File: config.mk
export PLATFORM = sky130hd
export DESIGN_NAME = hwag_spi_regfile_flat
export DESIGN_NICKNAME = d
export VERILOG_FILES = /design/src/rtl/hwag_spi_regfile_if.sv /design/src/rtl/hwag_spi_regfile.sv /design/src/flat_wrapper.sv
export SDC_FILE = /design/constraint.sdc
export NUM_CORES = 1
export LEC_CHECK = 0
export ABC_AREA = 0
export CORE_MARGIN = 2
export CORE_UTILIZATION = 53
export DETAILED_ROUTE_END_ITERATION = 8
export PLACE_DENSITY = 0.76
export SLEW_MARGIN = 20
export SYNTH_ARGS = -nofsm -noshare
export SYNTH_HDL_FRONTEND = slang
export SYNTH_SLANG_ARGS = --single-unit
File: constraint.sdc
create_clock -name clk -period 3.9 [get_ports clk]
set_input_delay 0.39 -clock clk [delete_from_list [all_inputs] [get_ports clk]]
set_output_delay 0.39 -clock clk [all_outputs]
set_load 0.01 [all_outputs]
File: src/rtl/hwag_spi_regfile_if.sv
// SPI-side byte interface between spi_slave (master modport) and the hwag
// settings stage (slave modport).
// Strobe semantics: rx_stb is a 1-cycle valid for rx_byte/rx_crc and is never
// back-pressured; tx_byte is always valid and tx_stb is a 1-cycle "consumed" pulse.
interface hwag_spi_regfile_if;
  logic       spi_ss;
  logic       rx_stb;
  logic [7:0] rx_byte;
  logic [7:0] rx_crc;
  logic       tx_stb;
  logic [7:0] tx_byte;

  modport master (
    output spi_ss, rx_stb, rx_byte, rx_crc, tx_stb,
    input  tx_byte
  );

  modport slave (
    input  spi_ss, rx_stb, rx_byte, rx_crc, tx_stb,
    output tx_byte
  );
endinterface

File: src/rtl/hwag_spi_regfile.sv
// Frame assembler, CRC/command checker and settings register file for the hwag
// core; staged settings reach cfg_* only when the core reports a safe point.
module hwag_spi_regfile #(
  parameter int          FRAME_LEN = 7,
  parameter logic [31:0] ID_VALUE  = 32'h48574147
) (
  input  logic                     clk,
  input  logic                     rst,
  hwag_spi_regfile_if.slave        spi,
  input  logic                     apply_ena,
  output logic                     cfg_enable,
  output logic [3:0]               cfg_stwd,
  output logic [23:0]              cfg_maxacr,
  output logic [18:0]              cfg_filt_nogap,
  output logic [18:0]              cfg_filt_gap,
  output logic [23:0]              cfg_dwell,
  output logic                     cfg_update,
  output logic                     frame_ok,
  output logic                     frame_err,
  output logic [7:0]               crc_err_cnt,
  output logic [1:0]               dbg_state
);

  typedef enum logic [1:0] {S_IDLE, S_RECV, S_CHECK, S_EXEC} state_t;

  typedef struct packed {
    logic        enable;
    logic [3:0]  stwd;
    logic [23:0] maxacr;
    logic [18:0] filt_nogap;
    logic [18:0] filt_gap;
    logic [23:0] dwell;
  } cfg_t;

  localparam cfg_t CFG_RESET = '{
    enable:     1'b0,
    stwd:       4'd4,
    maxacr:     24'd3839,
    filt_nogap: 19'd45,
    filt_gap:   19'd134,
    dwell:      24'd50000
  };

  localparam int         BUF_W   = FRAME_LEN * 8;
  localparam logic [7:0] CMD_WR  = 8'h01;
  localparam logic [7:0] CMD_RD  = 8'h02;
  localparam logic [7:0] ST_OK   = 8'h00;
  localparam logic [7:0] ST_CRC  = 8'h01;
  localparam logic [7:0] ST_LEN  = 8'h02;
  localparam logic [7:0] ST_CMD  = 8'h03;
  localparam logic [7:0] ST_ADDR = 8'h04;

  state_t           state_q, state_d;
  logic             ss_q, ss_d;
  logic [3:0]       count_q, count_d;
  logic [BUF_W-1:0] rx_buf_q, rx_buf_d;
  logic [7:0]       crc_lat_q, crc_lat_d;
  logic             fall_seen_q, fall_seen_d;
  logic [7:0]       ex_cmd_q, ex_cmd_d;
  logic [7:0]       ex_addr_q, ex_addr_d;
  logic [31:0]      ex_data_q, ex_data_d;
  logic [7:0]       status_q, status_d;
  logic [7:0]       last_status_q, last_status_d;
  logic [7:0]       crc_cnt_q, crc_cnt_d;
  logic [BUF_W-1:0] resp_q, resp_d;
  logic [2:0]       tx_idx_q, tx_idx_d;
  logic             pending_q, pending_d;
  cfg_t             stg_q, stg_d;
  cfg_t             cfg_q, cfg_d;

  logic             ss_fall, ss_rise, rx_active, apply_now;
  logic [7:0]       chk_cmd, chk_addr, chk_status;
  logic [31:0]      rdata;
  logic [BUF_W-9:0] resp_body;

  // CRC-8, poly 0x07, init 0, over the payload bytes in transmit order.
  function automatic logic [7:0] crc8_payload(input logic [BUF_W-9:0] d);
    logic [7:0] c;
    c = '0;
    for (int i = 0; i < FRAME_LEN - 1; i++) begin
      c = c ^ d[i*8 +: 8];
      for (int b = 0; b < 8; b++) begin
        c = c[7] ? ({c[6:0], 1'b0} ^ 8'h07) : {c[6:0], 1'b0};
      end
    end
    return c;
  endfunction

  function automatic logic [31:0] read_reg(input logic [7:0] a, input cfg_t c,
                                           input logic [7:0] ecnt, input logic [7:0] lst);
    logic [31:0] r;
    case (a)
      8'h00:   r = ID_VALUE;
      8'h01:   r = {31'd0, c.enable};
      8'h02:   r = {28'd0, c.stwd};
      8'h03:   r = {8'd0, c.maxacr};
      8'h04:   r = {13'd0, c.filt_nogap};
      8'h05:   r = {13'd0, c.filt_gap};
      8'h06:   r = {8'd0, c.dwell};
      8'h07:   r = {16'd0, ecnt, lst};
      default: r = '0;
    endcase
    return r;
  endfunction

  assign ss_fall   = ss_q & ~spi.spi_ss;
  assign ss_rise   = ~ss_q & spi.spi_ss;
  assign apply_now = pending_q & apply_ena;
  // Bytes of a following frame may arrive while the previous one still executes.
  assign rx_active = (state_q == S_RECV) ||
                     (((state_q == S_CHECK) || (state_q == S_EXEC)) && fall_seen_q);

  assign chk_cmd  = rx_buf_q[7:0];
  assign chk_addr = rx_buf_q[15:8];

  always_comb begin
    chk_status = ST_OK;
    if (count_q != 4'(FRAME_LEN)) begin
      chk_status = ST_LEN;
    end else if (rx_buf_q[(FRAME_LEN-1)*8 +: 8] != crc_lat_q) begin
      chk_status = ST_CRC;
    end else if ((chk_cmd != CMD_WR) && (chk_cmd != CMD_RD)) begin
      chk_status = ST_CMD;
    end else if ((chk_addr > 8'h07) ||
                 ((chk_cmd == CMD_WR) && ((chk_addr == 8'h00) || (chk_addr == 8'h07)))) begin
      chk_status = ST_ADDR;
    end
  end

  always_comb begin
    rdata = '0;
    if (status_q == ST_OK) begin
      rdata = (ex_cmd_q == CMD_RD) ? read_reg(ex_addr_q, cfg_q, crc_cnt_q, last_status_q)
                                   : ex_data_q;
    end
    resp_body = {rdata, ex_addr_q, status_q};
  end

  always_comb begin
    state_d       = state_q;
    ss_d          = spi.spi_ss;
    count_d       = count_q;
    rx_buf_d      = rx_buf_q;
    crc_lat_d     = crc_lat_q;
    fall_seen_d   = fall_seen_q;
    ex_cmd_d      = ex_cmd_q;
    ex_addr_d     = ex_addr_q;
    ex_data_d     = ex_data_q;
    status_d      = status_q;
    last_status_d = last_status_q;
    crc_cnt_d     = crc_cnt_q;
    resp_d        = resp_q;
    tx_idx_d      = tx_idx_q;
    pending_d     = pending_q;
    stg_d         = stg_q;
    cfg_d         = cfg_q;
    frame_ok      = 1'b0;
    frame_err     = 1'b0;

    if (ss_fall) begin
      count_d   = '0;
      rx_buf_d  = '0;
      crc_lat_d = '0;
      tx_idx_d  = '0;
    end else begin
      if (spi.tx_stb && (tx_idx_q != 3'(FRAME_LEN - 1))) tx_idx_d = tx_idx_q + 3'd1;
      if (rx_active && spi.rx_stb) begin
        for (int k = 0; k < FRAME_LEN; k++) begin
          if (count_q == 4'(k)) rx_buf_d[k*8 +: 8] = spi.rx_byte;
        end
        if (count_q == 4'(FRAME_LEN - 2)) crc_lat_d = spi.rx_crc;
        if (count_q != 4'd8) count_d = count_q + 4'd1;
      end
    end

    if (apply_now) begin
      cfg_d     = stg_q;
      pending_d = 1'b0;
    end

    case (state_q)
      S_IDLE: begin
        if (ss_fall) state_d = S_RECV;
      end
      S_RECV: begin
        fall_seen_d = 1'b0;
        if (ss_rise) state_d = (count_d == 4'd0) ? S_IDLE : S_CHECK;
      end
      S_CHECK: begin
        ex_cmd_d  = chk_cmd;
        ex_addr_d = chk_addr;
        ex_data_d = rx_buf_q[16 +: 32];
        status_d  = chk_status;
        if (ss_fall) fall_seen_d = 1'b0 | 1'b1;
        state_d   = S_EXEC;
      end
      S_EXEC: begin
        frame_ok      = (status_q == ST_OK);
        frame_err     = (status_q != ST_OK);
        last_status_d = status_q;
        resp_d        = {crc8_payload(resp_body), resp_body};
        if ((status_q == ST_CRC) && (crc_cnt_q != 8'hFF)) crc_cnt_d = crc_cnt_q + 8'd1;
        // A write landing on an apply edge stays pending for the next safe point.
        if ((status_q == ST_OK) && (ex_cmd_q == CMD_WR)) begin
          pending_d = 1'b1;
          case (ex_addr_q)
            8'h01:   stg_d.enable     = ex_data_q[0];
            8'h02:   stg_d.stwd       = ex_data_q[3:0];
            8'h03:   stg_d.maxacr     = ex_data_q[23:0];
            8'h04:   stg_d.filt_nogap = ex_data_q[18:0];
            8'h05:   stg_d.filt_gap   = ex_data_q[18:0];
            8'h06:   stg_d.dwell      = ex_data_q[23:0];
            default: pending_d        = pending_d;
          endcase
        end
        fall_seen_d = 1'b0;
        if (fall_seen_q || ss_fall) begin
          if (spi.spi_ss && !ss_fall) state_d = (count_d == 4'd0) ? S_IDLE : S_CHECK;
          else                        state_d = S_RECV;
        end else begin
          state_d = S_IDLE;
        end
      end
      default: state_d = S_IDLE;
    endcase
  end

  always_ff @(posedge clk or negedge rst) begin
    if (!rst) begin
      state_q       <= S_IDLE;
      ss_q          <= 1'b1;
      count_q       <= '0;
      rx_buf_q      <= '0;
      crc_lat_q     <= '0;
      fall_seen_q   <= 1'b0;
      ex_cmd_q      <= '0;
      ex_addr_q     <= '0;
      ex_data_q     <= '0;
      status_q      <= '0;
      last_status_q <= '0;
      crc_cnt_q     <= '0;
      resp_q        <= '0;
      tx_idx_q      <= '0;
      pending_q     <= 1'b0;
      stg_q         <= CFG_RESET;
      cfg_q         <= CFG_RESET;
    end else begin
      state_q       <= state_d;
      ss_q          <= ss_d;
      count_q       <= count_d;
      rx_buf_q      <= rx_buf_d;
      crc_lat_q     <= crc_lat_d;
      fall_seen_q   <= fall_seen_d;
      ex_cmd_q      <= ex_cmd_d;
      ex_addr_q     <= ex_addr_d;
      ex_data_q     <= ex_data_d;
      status_q      <= status_d;
      last_status_q <= last_status_d;
      crc_cnt_q     <= crc_cnt_d;
      resp_q        <= resp_d;
      tx_idx_q      <= tx_idx_d;
      pending_q     <= pending_d;
      stg_q         <= stg_d;
      cfg_q         <= cfg_d;
    end
  end

  assign spi.tx_byte     = resp_q[{tx_idx_q, 3'b000} +: 8];
  assign cfg_enable      = cfg_q.enable;
  assign cfg_stwd        = cfg_q.stwd;
  assign cfg_maxacr      = cfg_q.maxacr;
  assign cfg_filt_nogap  = cfg_q.filt_nogap;
  assign cfg_filt_gap    = cfg_q.filt_gap;
  assign cfg_dwell       = cfg_q.dwell;
  assign cfg_update      = apply_now;
  assign crc_err_cnt     = crc_cnt_q;
  assign dbg_state       = state_q;

endmodule

File: src/flat_wrapper.sv
// flat-port wrapper written by rule: the top's interface ports become plain ports
module hwag_spi_regfile_flat 
#(
  parameter int          FRAME_LEN = 7,
  parameter logic [31:0] ID_VALUE  = 32'h48574147
)
  (clk, rst, apply_ena, cfg_enable, cfg_stwd, cfg_maxacr, cfg_filt_nogap, cfg_filt_gap, cfg_dwell, cfg_update, frame_ok, frame_err, crc_err_cnt, dbg_state, spi_spi_ss, spi_rx_stb, spi_rx_byte, spi_rx_crc, spi_tx_stb, spi_tx_byte);
  hwag_spi_regfile_if spi_i ();
  input  logic clk;
  input  logic rst;
  input  logic apply_ena;
  output logic cfg_enable;
  output logic [3:0] cfg_stwd;
  output logic [23:0] cfg_maxacr;
  output logic [18:0] cfg_filt_nogap;
  output logic [18:0] cfg_filt_gap;
  output logic [23:0] cfg_dwell;
  output logic cfg_update;
  output logic frame_ok;
  output logic frame_err;
  output logic [7:0] crc_err_cnt;
  output logic [1:0] dbg_state;
  input wire logic [$bits(spi_i.spi_ss)-1:0] spi_spi_ss;
  input wire logic [$bits(spi_i.rx_stb)-1:0] spi_rx_stb;
  input wire logic [$bits(spi_i.rx_byte)-1:0] spi_rx_byte;
  input wire logic [$bits(spi_i.rx_crc)-1:0] spi_rx_crc;
  input wire logic [$bits(spi_i.tx_stb)-1:0] spi_tx_stb;
  output wire logic [$bits(spi_i.tx_byte)-1:0] spi_tx_byte;
  assign spi_i.spi_ss = spi_spi_ss;
  assign spi_i.rx_stb = spi_rx_stb;
  assign spi_i.rx_byte = spi_rx_byte;
  assign spi_i.rx_crc = spi_rx_crc;
  assign spi_i.tx_stb = spi_tx_stb;
  assign spi_tx_byte = spi_i.tx_byte;
  hwag_spi_regfile #(.FRAME_LEN(FRAME_LEN), .ID_VALUE(ID_VALUE)) u_core (.clk(clk), .rst(rst), .spi(spi_i), .apply_ena(apply_ena), .cfg_enable(cfg_enable), .cfg_stwd(cfg_stwd), .cfg_maxacr(cfg_maxacr), .cfg_filt_nogap(cfg_filt_nogap), .cfg_filt_gap(cfg_filt_gap), .cfg_dwell(cfg_dwell), .cfg_update(cfg_update), .frame_ok(frame_ok), .frame_err(frame_err), .crc_err_cnt(crc_err_cnt), .dbg_state(dbg_state));
endmodule
==> flow_summary.toml, run 1 <==
[run_status]
status = "complete, but fails checks"
violations = "setup timing"

[min_path]
holdPathEnd = "u_core.crc_lat_q[0]"
hold_path.startpoint = "spi_rx_crc[0]"
hold_depth = 3
hp-class = "in2reg"

[finish]
drive_above_1_share_pct = 26.6
finalNonFillerCells = 2191
final_cell_area_um2 = 21200
diodes = 0
utilization_pct = 66.7
syn2layout_area_growth_pct = 23.1
nNetsFinal = 1791

[critical_path]
critPathKind = "reg2reg"
regToRegEndpoint = "u_core.resp_q[50]"
critPathMaxStageDelay_ns = 0.48
cp_data_required_time_ns = 4.35
cp-end-kind = "register"
arrival_ns = 4.47
cp-start-kind = "register"
rrSetupSlack_ns = -0.11
crit_chain = "inv_2, ha_4, or4b_4, nor3_4, buf_4, a22oi_2, or3_4, buf_6, a21o_1, a21oi_2, xnor3_1, xor3_1, xnor3_2, xnor3_1, xnor3_1, o21ai_1"
cpMostUsedCell = "xnor3_1"
critical_path.max_fanout = 3
timing.reg2reg.worst_path_depth = 16
crit_path_top_delay_cell = "or4b_4"
r2r-start = "u_core.ex_addr_q[7]"

[sta]
skew_ns = 0.0217
post-route-period-util_pct = 103
rsz0062_at_grt = "true"
layout_min_cycle_time_ns = 4.01
hold_violations = 0
worst_slack_ns = -0.113
setup_viol = 1
fin_hold_ws_ns = 0.408
tightest_slew_ns = 1.04
max_freq_mhz = 249
finalMaxSlewViolations = 0
slew_headroom_pct = 30.4

[pwr]
peakVddDrop_v = 0.00206
power_density_nw_per_um2 = 920
power.leakage_nw = 9.74

[clocking]
clk_latency_ns = 0.54
clockBufferDepth = 3
cts_tree = "yes"
path_clk_slew_ns = 0.06
clock_sinks = 368
clock-root-buffer = "clkbuf_16"
htreeDepth = 2
cts-buffers-inserted = 39

[die]
die_h_um = 184
initial_core_util_pct = 54.2
rows = 65
core_um2 = 31700
num_io_pins = 134
die_area_um2 = 33900
dieWidth_um = 184

[yosys]
synth_edf_count = 0
ys.warnings.count = 0
synth.avg_cell_area_um2 = 11.1
synth_cell_types = 65
synth_nets = 1583
synth_async_sr_flop_share_pct = 100
ys_seq_area_share_pct = 54.0
synth_ff_type = "dfrtp_1"
ys_ff_latch = 368
synthesis.instances = 1551
synth_area_um2 = 17200

[route]
routedWlPerCell_um = 22.4
num_vias = 13000
vias_per_cell = 5.93
wl_um = 49000
first_pass_iters = 7
drc = 0
ant_nets = 0
drt_iter0_markers = 1126

[placement]
dp.cells = 2108
dpl_cell_area_um2 = 19600
gp_congestion = 0.917
dpl.hpwl_um = 35000
pre_cts_ws_ns = -0.0856
io_buffer_count = 133

[global_route]
grt_max_degree = 103
first_global_vias = 13100
grt.total_usage_pct = 29.3
globalRouteOverflowTotal = 0
antenna_found_initial = 0
grt_pass1_wl_um = 76100

[flow_run]
timing.max_cap.violations = 0
[cells in the final DEF, fill, tap and decap left out, types with 10 or more instances in the layout]
cell type and n:
a21oi_1 99, a221oi_1 10, a22o_1 25, a22oi_1 10, buf_4 116, clkbuf_1 14, clkbuf_16 39, clkdlybuf4s50_1 132
dfrtp_1 316, dfstp_2 51, inv_1 16, mux2_2 194, mux2i_1 25, nand2_1 307, nand3_1 61, nor2_1 40
o21ai_0 47, xnor2_1 60, xnor3_1 10, xor2_1 27
[what timing repair did]
item / CTS / global route
hold endpoints to repair: 90 / 0
endpoints found under the setup margin: 4 / 7
hold buffers: 1 / 0
pin swaps: 2 / 29
resized for setup: 6 / 37
setup buffers: 1 / 10
[critical path: cells and delay by family, from the launching register on]
kind / cells / cell delay [ns]
xor gates and xnor gates: 5 / 1.50
and+or+nand+nor: 3 / 1.07
AOI/OAI and AO/OA: 4 / 0.50
DFF: 1 / 0.39
buffers and inverters: 3 / 0.34
adders and majority gates: 1 / 0.13
[Yosys cell counts (3+ instances only)]
| master | number | area, um2 |
|---|---|---|
| a211oi_1 | 4 | 30.0 |
| nor4_1 | 8 | 50.1 |
| o21ai_1 | 3 | 15.0 |
| nor2b_1 | 11 | 68.8 |
| xor2_1 | 31 | 272 |
| o22ai_1 | 4 | 25.0 |
| dfstp_2 | 51 | 1340 |
| a22o_1 | 25 | 219 |
| o21ai_0 | 53 | 265 |
| clkbuf_1 | 72 | 270 |
| a22oi_1 | 11 | 82.6 |
| and3_1 | 4 | 25.0 |
| nand2_1 | 308 | 1160 |
| or2_2 | 3 | 18.8 |
| dfrtp_1 | 317 | 7930 |
| nand4_1 | 5 | 31.3 |
| nor2_1 | 43 | 161 |
| nand4b_1 | 5 | 43.8 |
| o31ai_1 | 5 | 37.5 |
| o2bb2ai_1 | 6 | 52.6 |
| inv_1 | 18 | 67.6 |
| and2_1 | 4 | 25.0 |
| mux4_2 | 4 | 90.1 |
| mux2i_1 | 28 | 280 |
| nor3_1 | 6 | 30.0 |
| buf_2 | 6 | 30.0 |
| nand2b_1 | 5 | 31.3 |
| o211ai_1 | 3 | 22.5 |
| ha_1 | 10 | 125 |
| a21oi_1 | 100 | 500 |
| mux2_2 | 194 | 2180 |
| a221oi_1 | 10 | 87.6 |
| nor3b_1 | 3 | 22.5 |
| buf_1 | 12 | 45.0 |
| xnor3_1 | 12 | 270 |
| nand3_1 | 61 | 305 |
| xnor2_1 | 68 | 596 |
[cells by family (layout without fill, tap and decap cells)]
family                   after synthesis  count (layout)  synth area share [%]
AND/OR/NAND/NOR                      481             481                  12.2
flip-flops                           368             368                  54.0
AO/OA/AOI/OAI                        243             243                  8.73
multiplexers                         226             226                  14.9
XOR/XNOR                             114             114                  7.03
buffers and inverters                109             347                  2.42
adder cells (fa/ha/maj)               10              10                 0.728
[metal layers]
| metal | vias up | track usage [%] | share of wire, % |
|---|---|---|---|
| li1 | 5798 | - | - |
| met1 | 6636 | 40.9 | 43 |
| met3 | 99 | 4.60 | 6.2 |
| met4 | 0 | 8.48 | 2.8 |
| met2 | 466 | 47.8 | 48 |
| met5 | - | 0 | 0 |
[power breakdown]
group	total [mW]	internal [mW]	switching, mW
combinational	11.1	6.42	4.66
sequential	4.75	4.21	0.536
clock	3.64	2.12	1.52
total	19.5	12.7	6.72
[area by class of cell]
cell class,instances,area [um2]
Timing Repair Buffer,257,2340
Sequential cell,368,9270
Tap cell,402,503
Fill cell,2413,10600
Clock buffer,59,1110
Inverter,19,71.3
Clock inverter,12,150
Multi-Input combinational cell,1074,7710
[how the worst max path moves through the flow]
stage,endpoint,start,cells past startpoint,slack (ns)
2_1_floorplan,u_core.resp_q[51],u_core.ex_addr_q[7],15,0.04
3_3_place_gp,u_core.resp_q[51],u_core.ex_addr_q[6],14,0.008
3_5_place_dp,u_core.resp_q[50],u_core.ex_addr_q[7],14,-0.09
4_1_cts,u_core.resp_q[50],u_core.ex_addr_q[7],16,0.007
5_1_grt,u_core.resp_q[50],u_core.ex_addr_q[6],16,-0.23
6_report,u_core.resp_q[50],u_core.ex_addr_q[7],16,-0.11
[registers in the layout, summed over array words and instances (netlist names), 2 cells and up]
register,count
u_core.cfg_filt_gap,19
u_core.cfg_filt_nogap,19
u_core.ex_data_q,32
u_core.status_q,3
u_core.dbg_state,2
u_core.ex_cmd_q,8
u_core.last_status_q,2
u_core.crc_lat_q,8
u_core.resp_q,49
u_core.ex_addr_q,8
u_core.cfg_maxacr,24
u_core.cfg_stwd,4
u_core.cfg_dwell,24
u_core.rx_buf_q,56
u_core.count_q,4
u_core.tx_idx_q,3
u_core.crc_err_cnt,8
u_core.stg_q,91
[stage by stage]
stage          TNS (ns)  power [mW]
3_3_place_gp          0        14.6
6_report         -0.113        19.5
2_1_floorplan         0        11.7
5_1_grt          -0.889        20.3
3_5_place_dp     -0.255        14.8
4_1_cts               0        18.6
(Power assumes the default switching activity.)
==> inputs of run 2 (changes only) <==
- ABC_CLOCK_PERIOD_IN_PS: unset -> 3900
- CTS_CLUSTER_SIZE: unset -> 16
- SLEW_MARGIN: 20 -> unset
==> results of run 2 <==
Final layout, timing and power as in run 1 (identical DEF).
==> inputs of run 3 (changes only) <==
- CAP_MARGIN: unset -> 20
- GPL_ROUTABILITY_DRIVEN: unset -> 0
==> run 3 against run 2 <==
Compared with the run above:
- sequential power is 1% higher
- clock skew is 0.0055 ns lower
- the flow now finishes without violations
- critical path type unchanged
- largest power group unchanged
- power is 2.1% lower
- combinational power is 5% lower
- setup slack better by 0.12 ns
- cell area is 0.43% lower
- critical endpoint is now u_core.resp_q[53]
==> flow_summary.toml, run 3 (synthesis gave the netlist of run 1 again) <==
[die]
rows = 65
core_um2 = 31700
num_io_pins = 134
die_area_um2 = 33900
initial_core_util_pct = 54.2
dieWidth_um = 184
die_h_um = 184

[clocking]
htreeDepth = 2
clk_latency_ns = 0.54
cts_tree = "yes"
clock-root-buffer = "clkbuf_16"
clock_sinks = 368
path_clk_slew_ns = 0.06
clockBufferDepth = 3
cts-buffers-inserted = 39

[sta]
skew_ns = 0.0162
finalMaxSlewViolations = 0
finalSetupTns_ns = 0
fin_hold_ws_ns = 0.401
max_freq_mhz = 257
rsz0062_at_grt = "true"
hold_violations = 0
setup_viol = 0
slew_headroom_pct = 30.9
post-route-period-util_pct = 99.8
tightest_slew_ns = 1.04
layout_min_cycle_time_ns = 3.89

[route]
ant_nets = 0
wl_um = 48900
drc = 0
routedWlPerCell_um = 22.5
num_vias = 13000
drt_iter0_markers = 1189
vias_per_cell = 5.98
first_pass_iters = 7

[finish]
mostFrequentLayoutCells = "dfrtp_1, nand2_1, mux2_2"
finalNonFillerCells = 2172
largest_reg_flops = 91
nNetsFinal = 1771
drive_above_1_share_pct = 26.2
syn2layout_area_growth_pct = 22.6
utilization_pct = 66.4
max_flop_register = "u_core.stg_q"
top_regs = "u_core.stg_q (91), u_core.rx_buf_q (56), u_core.resp_q (49)"
n_fill_cell = 2340
mostFrequentLayoutCell = "dfrtp_1"

[placement]
io_buffer_count = 133
dp.cells = 2087
dpl.hpwl_um = 34200

[critical_path]
regToRegEndpoint = "u_core.resp_q[53]"
critPathKind = "reg2reg"
rrSetupSlack_ns = 0.008
critical_path.max_fanout = 3
timing.reg2reg.worst_path_depth = 14
arrival_ns = 4.28
cp_data_required_time_ns = 4.29
cp-end-kind = "register"
r2r-start = "u_core.ex_addr_q[7]"
crit_path_end = "u_core.resp_q[53]"
cp-start-kind = "register"
cp-startpoint = "u_core.ex_addr_q[7]"

[global_route]
globalRouteOverflowTotal = 0
first_global_vias = 12800
grt.total_usage_pct = 29.0
grt_max_degree = 113
grt_pass1_wl_um = 74900
antenna_found_initial = 1

[pwr]
p_total_mw = 19.1
power.leakage_nw = 9.66
peakVddDrop_v = 0.00119
power_density_nw_per_um2 = 905

[min_path]
hp-class = "in2reg"
hold_path.startpoint = "spi_rx_crc[2]"

[flow_run]
timing.max_cap.violations = 0

[run_status]
status = "completed"
==> run 3: cell types whose count changed in the layout (fill, tap and decap cells not counted), sizes merged <==
| cell | before | now |
|---|---|---|
| clkinv | 10 | 5 |
| clkbuf | 59 | 65 |
| clkinvlp | 0 | 1 |
| buf | 124 | 104 |
| diode | 0 | 1 |
| bufinv | 2 | 0 |
==> run 3: worst min-delay path by stage <==
| stage | end | slack (ns) | cells past startpoint |
|---|---|---|---|
| 3_3_place_gp | u_core.ex_data_q[21] | 0.44 | 2 |
| 6_report | u_core.crc_lat_q[2] | 0.40 | 3 |
| 2_1_floorplan | u_core.cfg_dwell[0] | 0.09 | 0 |
| 5_1_grt | u_core.crc_lat_q[2] | 0.41 | 3 |
| 3_5_place_dp | u_core.ex_data_q[14] | 0.45 | 2 |
| 4_1_cts | u_core.crc_lat_q[2] | 0.39 | 3 |
==> run 3: what timing repair did <==
action	in CTS	in global routing
hold buffers	1	0
setup endpoints to repair	5	59
pin swaps	6	27
hold endpoints to repair	23	0
buffers inserted	1	12
resized for setup	8	38
==> run 3: layout make-up <==
cell class | instances | area (um2) | area share (%)
multi-input cells | 1074 | 7740 | 36.7
diodes | 1 | 2.50 | 0.0119
well taps | 402 | 503 | 2.39
clock inverters | 6 | 51.3 | 0.243
clock buffers | 65 | 1230 | 5.82
flip-flops and latches | 368 | 9270 | 44.0
inverters | 19 | 71.3 | 0.339
repair buffers | 237 | 2200 | 10.5
==> run 3: metal layers <==
layer | up-vias | share of wire (%) | GRT usage (%)
met5 | - | 0.027 | 0
met1 | 6508 | 41 | 39.1
met2 | 577 | 47 | 46.3
met4 | 2 | 4.1 | 11.7
li1 | 5756 | - | -
met3 | 147 | 8.0 | 5.88
==> run 3: through the flow <==
step	setup WS, ns	cell area [um2]
after floorplan	0.0425	17200
after CTS	0.00359	20800
after global routing	-0.154	21100
after detailed placement	-0.204	19500
after global placement	0.0181	19500
final	0.00755	21100
==> run 3: critical path, stage by stage, from the launching register on <==
cell	delay, ns
dfrtp_1	0.39
inv_2	0.08
ha_4	0.12
or4b_4	0.47
nor3_4	0.27
buf_4	0.16
a22oi_2	0.09
xnor2_1	0.26
nand2_1	0.16
xnor3_2	0.30
xnor3_1	0.36
xnor3_1	0.42
xnor3_1	0.45
xnor2_1	0.15
o21ai_0	0.08
==> run 3: power breakdown <==
group	leakage, nW	switching [mW]	internal (mW)
clock	0.625	1.51	2.15
sequential	4.91	0.591	4.21
combinational	4.12	4.60	6.00
==> variant, RTL diff (config.mk and constraints of run 2) <==
Take the reset off `rx_buf_q` and load it in a clocked block of its own.
--- a/src/rtl/hwag_spi_regfile.sv
+++ b/src/rtl/hwag_spi_regfile.sv
@@ -231,5 +231,4 @@
       ss_q          <= 1'b1;
       count_q       <= '0;
-      rx_buf_q      <= '0;
       crc_lat_q     <= '0;
       fall_seen_q   <= 1'b0;
@@ -249,5 +248,4 @@
       ss_q          <= ss_d;
       count_q       <= count_d;
-      rx_buf_q      <= rx_buf_d;
       crc_lat_q     <= crc_lat_d;
       fall_seen_q   <= fall_seen_d;
@@ -266,4 +264,8 @@
   end
 
+  always_ff @(posedge clk) begin
+    rx_buf_q <= rx_buf_d;
+  end
+
   assign spi.tx_byte     = resp_q[{tx_idx_q, 3'b000} +: 8];
   assign cfg_enable      = cfg_q.enable;
Function: no difference found for any inputs over 4 cycles, from zero or initial values and one cycle with rst low; that may be too few to reach the edited logic, so the function may still have changed.
==> variant against run 2 <==
  * Final area shrank 0.37%
  * Synthesized area grew 1.3%
  * Critical path depth shrank 3
  * Setup slack gained 0.25 ns
  * Clock skew grew 0.0034 ns
  * Routed wire length grew 1.8%
  * Sequential cell count is the same
  * Via count shrank 1.1%
  * Total power grew 17%
==> variant: results (changes against run 2) <==
[finish]
nNetsFinal = 1726  ; -3.6%
top_regs = u_core.stg_q (91), u_core.rx_buf_q (56), u_core.resp_q (51)
layout-drive-gt1-share_pct = 29.4  ; +2.7 points
fillCellCount = 2520  ; +4.4%

[pwr]
reported_net_switching_power_mw = 9.22  ; +37%
p_seq_mw = 4.79  ; +0.8%
vdd_drop_max_v = 0.00214  ; +4.0%
cellLeakagePower_nw = 9.21  ; -5.4%
intPower_mw = 13.6  ; +6.8%
power.combinational.fraction_pct = 63.7  ; +6.8 points

[worst_setup_path]
worst_path_max_delay_cell = or4b_4
worst-endpoint-arrival_ns = 4.14  ; -0.33 ns
critical-path-max-stage-delay_ns = 0.61  ; +0.13 ns
critPathMaxFanout = 17  ; +14

[route]
avgViaCountPerCell = 5.93  ; about the same
drt_pre_antenna_iters = 6  ; -1
first_iter_violations = 1079  ; -4.2%
drt-total-wl_um = 49900  ; +1.8%
vias = 12900  ; -1.1%

[synth]
post_synth_most_frequent_cells = dfrtp_1 (261), mux2_2 (248), nand2_1 (175)
yosys.area_share.adder_pct = 0.719  ; -0.0094 points
xor_xnor_fraction_of_synth_area_pct = 7.58  ; +0.54 points
muxShareOfSynthArea_pct = 17.9  ; +3.0 points
syn_area_per_cell_um2 = 11.4  ; +3.2%
post_synth_main_area_contributors = dfrtp_1 (38%), mux2_2 (16%), dfstp_2 (7.7%), dfxtp_1 (6.4%), nand2_1 (3.8%)
dominantRegCellSynth = dfrtp_1
asyncSetResetFlopFracSynth_pct = 84.8  ; -15 points
fraction_of_the_mapped_netlist_area_in_compound_gates_pct = 9.08  ; +0.35 points
synth_cell_types = 80  ; +23%
mappedNetlistNets = 1554  ; -1.8%
synth-seq-area-share_pct = 51.7  ; -2.3 points

[sta]
tightest_slew_ns = 1.02  ; -0.0233 ns
clock-skew-final_ns = 0.0251  ; +0.00345 ns

[global_route]
global_route.usage.total_pct = 29.7  ; +0.33 points
antenna_found_initial = 1  ; +1
grt_max_degree = 114  ; +11%
first_global_vias = 12800  ; -2.0%

[placed_design]
dp.final_hpwl_um = 35600  ; +1.7%
post-place-cells = 2093  ; -0.71%
gpl.final_weighted_congestion = 0.958  ; +4.5%
portBuffers = 133  ; unchanged
dp_worst_setup_slack_ns = -0.0513  ; +0.0343 ns

[clocking]
post_cts_resize_count = 1  ; -5
post-cts-setup-buffer-count = 0  ; -1

[status]
status = finished clean

variant: cell types whose count changed after synthesis, moves of 9 or more:
cell,delta
buf_2,+11
dfrtp_1,-56
dfxtp_1,+56
mux2_2,+54
nand2_1,-133
nand3b_1,+9
o21ai_0,-12
variant: worst max-delay path, delay by kind of cell (launching register included):
family	cells	cell delay (ns)
flops	1	0.41
compound gates	3	0.47
simple gates	3	0.97
buf+inv	1	0.23
xor+xnor	6	1.53
variant: final cells by class:
type	count	share of cell area, %
Antenna cell	1	0.0119
Clock inverter	10	0.332
Inverter	22	0.392
Tap cell	442	2.62
Timing Repair Buffer	224	10.0
Sequential cell	368	42.7
Multi-Input combinational cell	1039	38.6
Clock buffer	61	5.36
variant: per-layer routing:
metal	GRT usage [%]	share of wire, %	vias up
met5	0	0	-
met4	9.62	3.4	0
met3	5.39	6.5	113
met2	47.3	47	497
met1	41.1	43	6532
li1	-	-	5713
variant: worst paths after layout:
| kind | startpoint | endpoint | slack (ns) | cells after the start |
|---|---|---|---|---|
| worst min register to register | u_core.rx_buf_q[16] | u_core.rx_buf_q[16] | 0.46 | 2 |
| worst max-delay path | u_core.ex_addr_q[3] | u_core.resp_q[50] | 0.14 | 13 |
| min in group asynchronous | rst | u_core.cfg_filt_nogap[15] | 0.47 | 2 |
| worst min-delay path | spi_rx_crc[6] | u_core.crc_lat_q[6] | 0.40 | 3 |
| worst max register to register | u_core.ex_addr_q[3] | u_core.resp_q[50] | 0.14 | 13 |
| max in group asynchronous | rst | u_core.stg_q[48] | 2.41 | 3 |
variant: through the flow:
stage	utilization, %	instance area [µm²]
3_5_place_dp	60.7	19700
2_1_floorplan	-	17400
6_report	65.0	21100
4_1_cts	64.5	20900
5_1_grt	64.9	21100
3_3_place_gp	60.7	19700
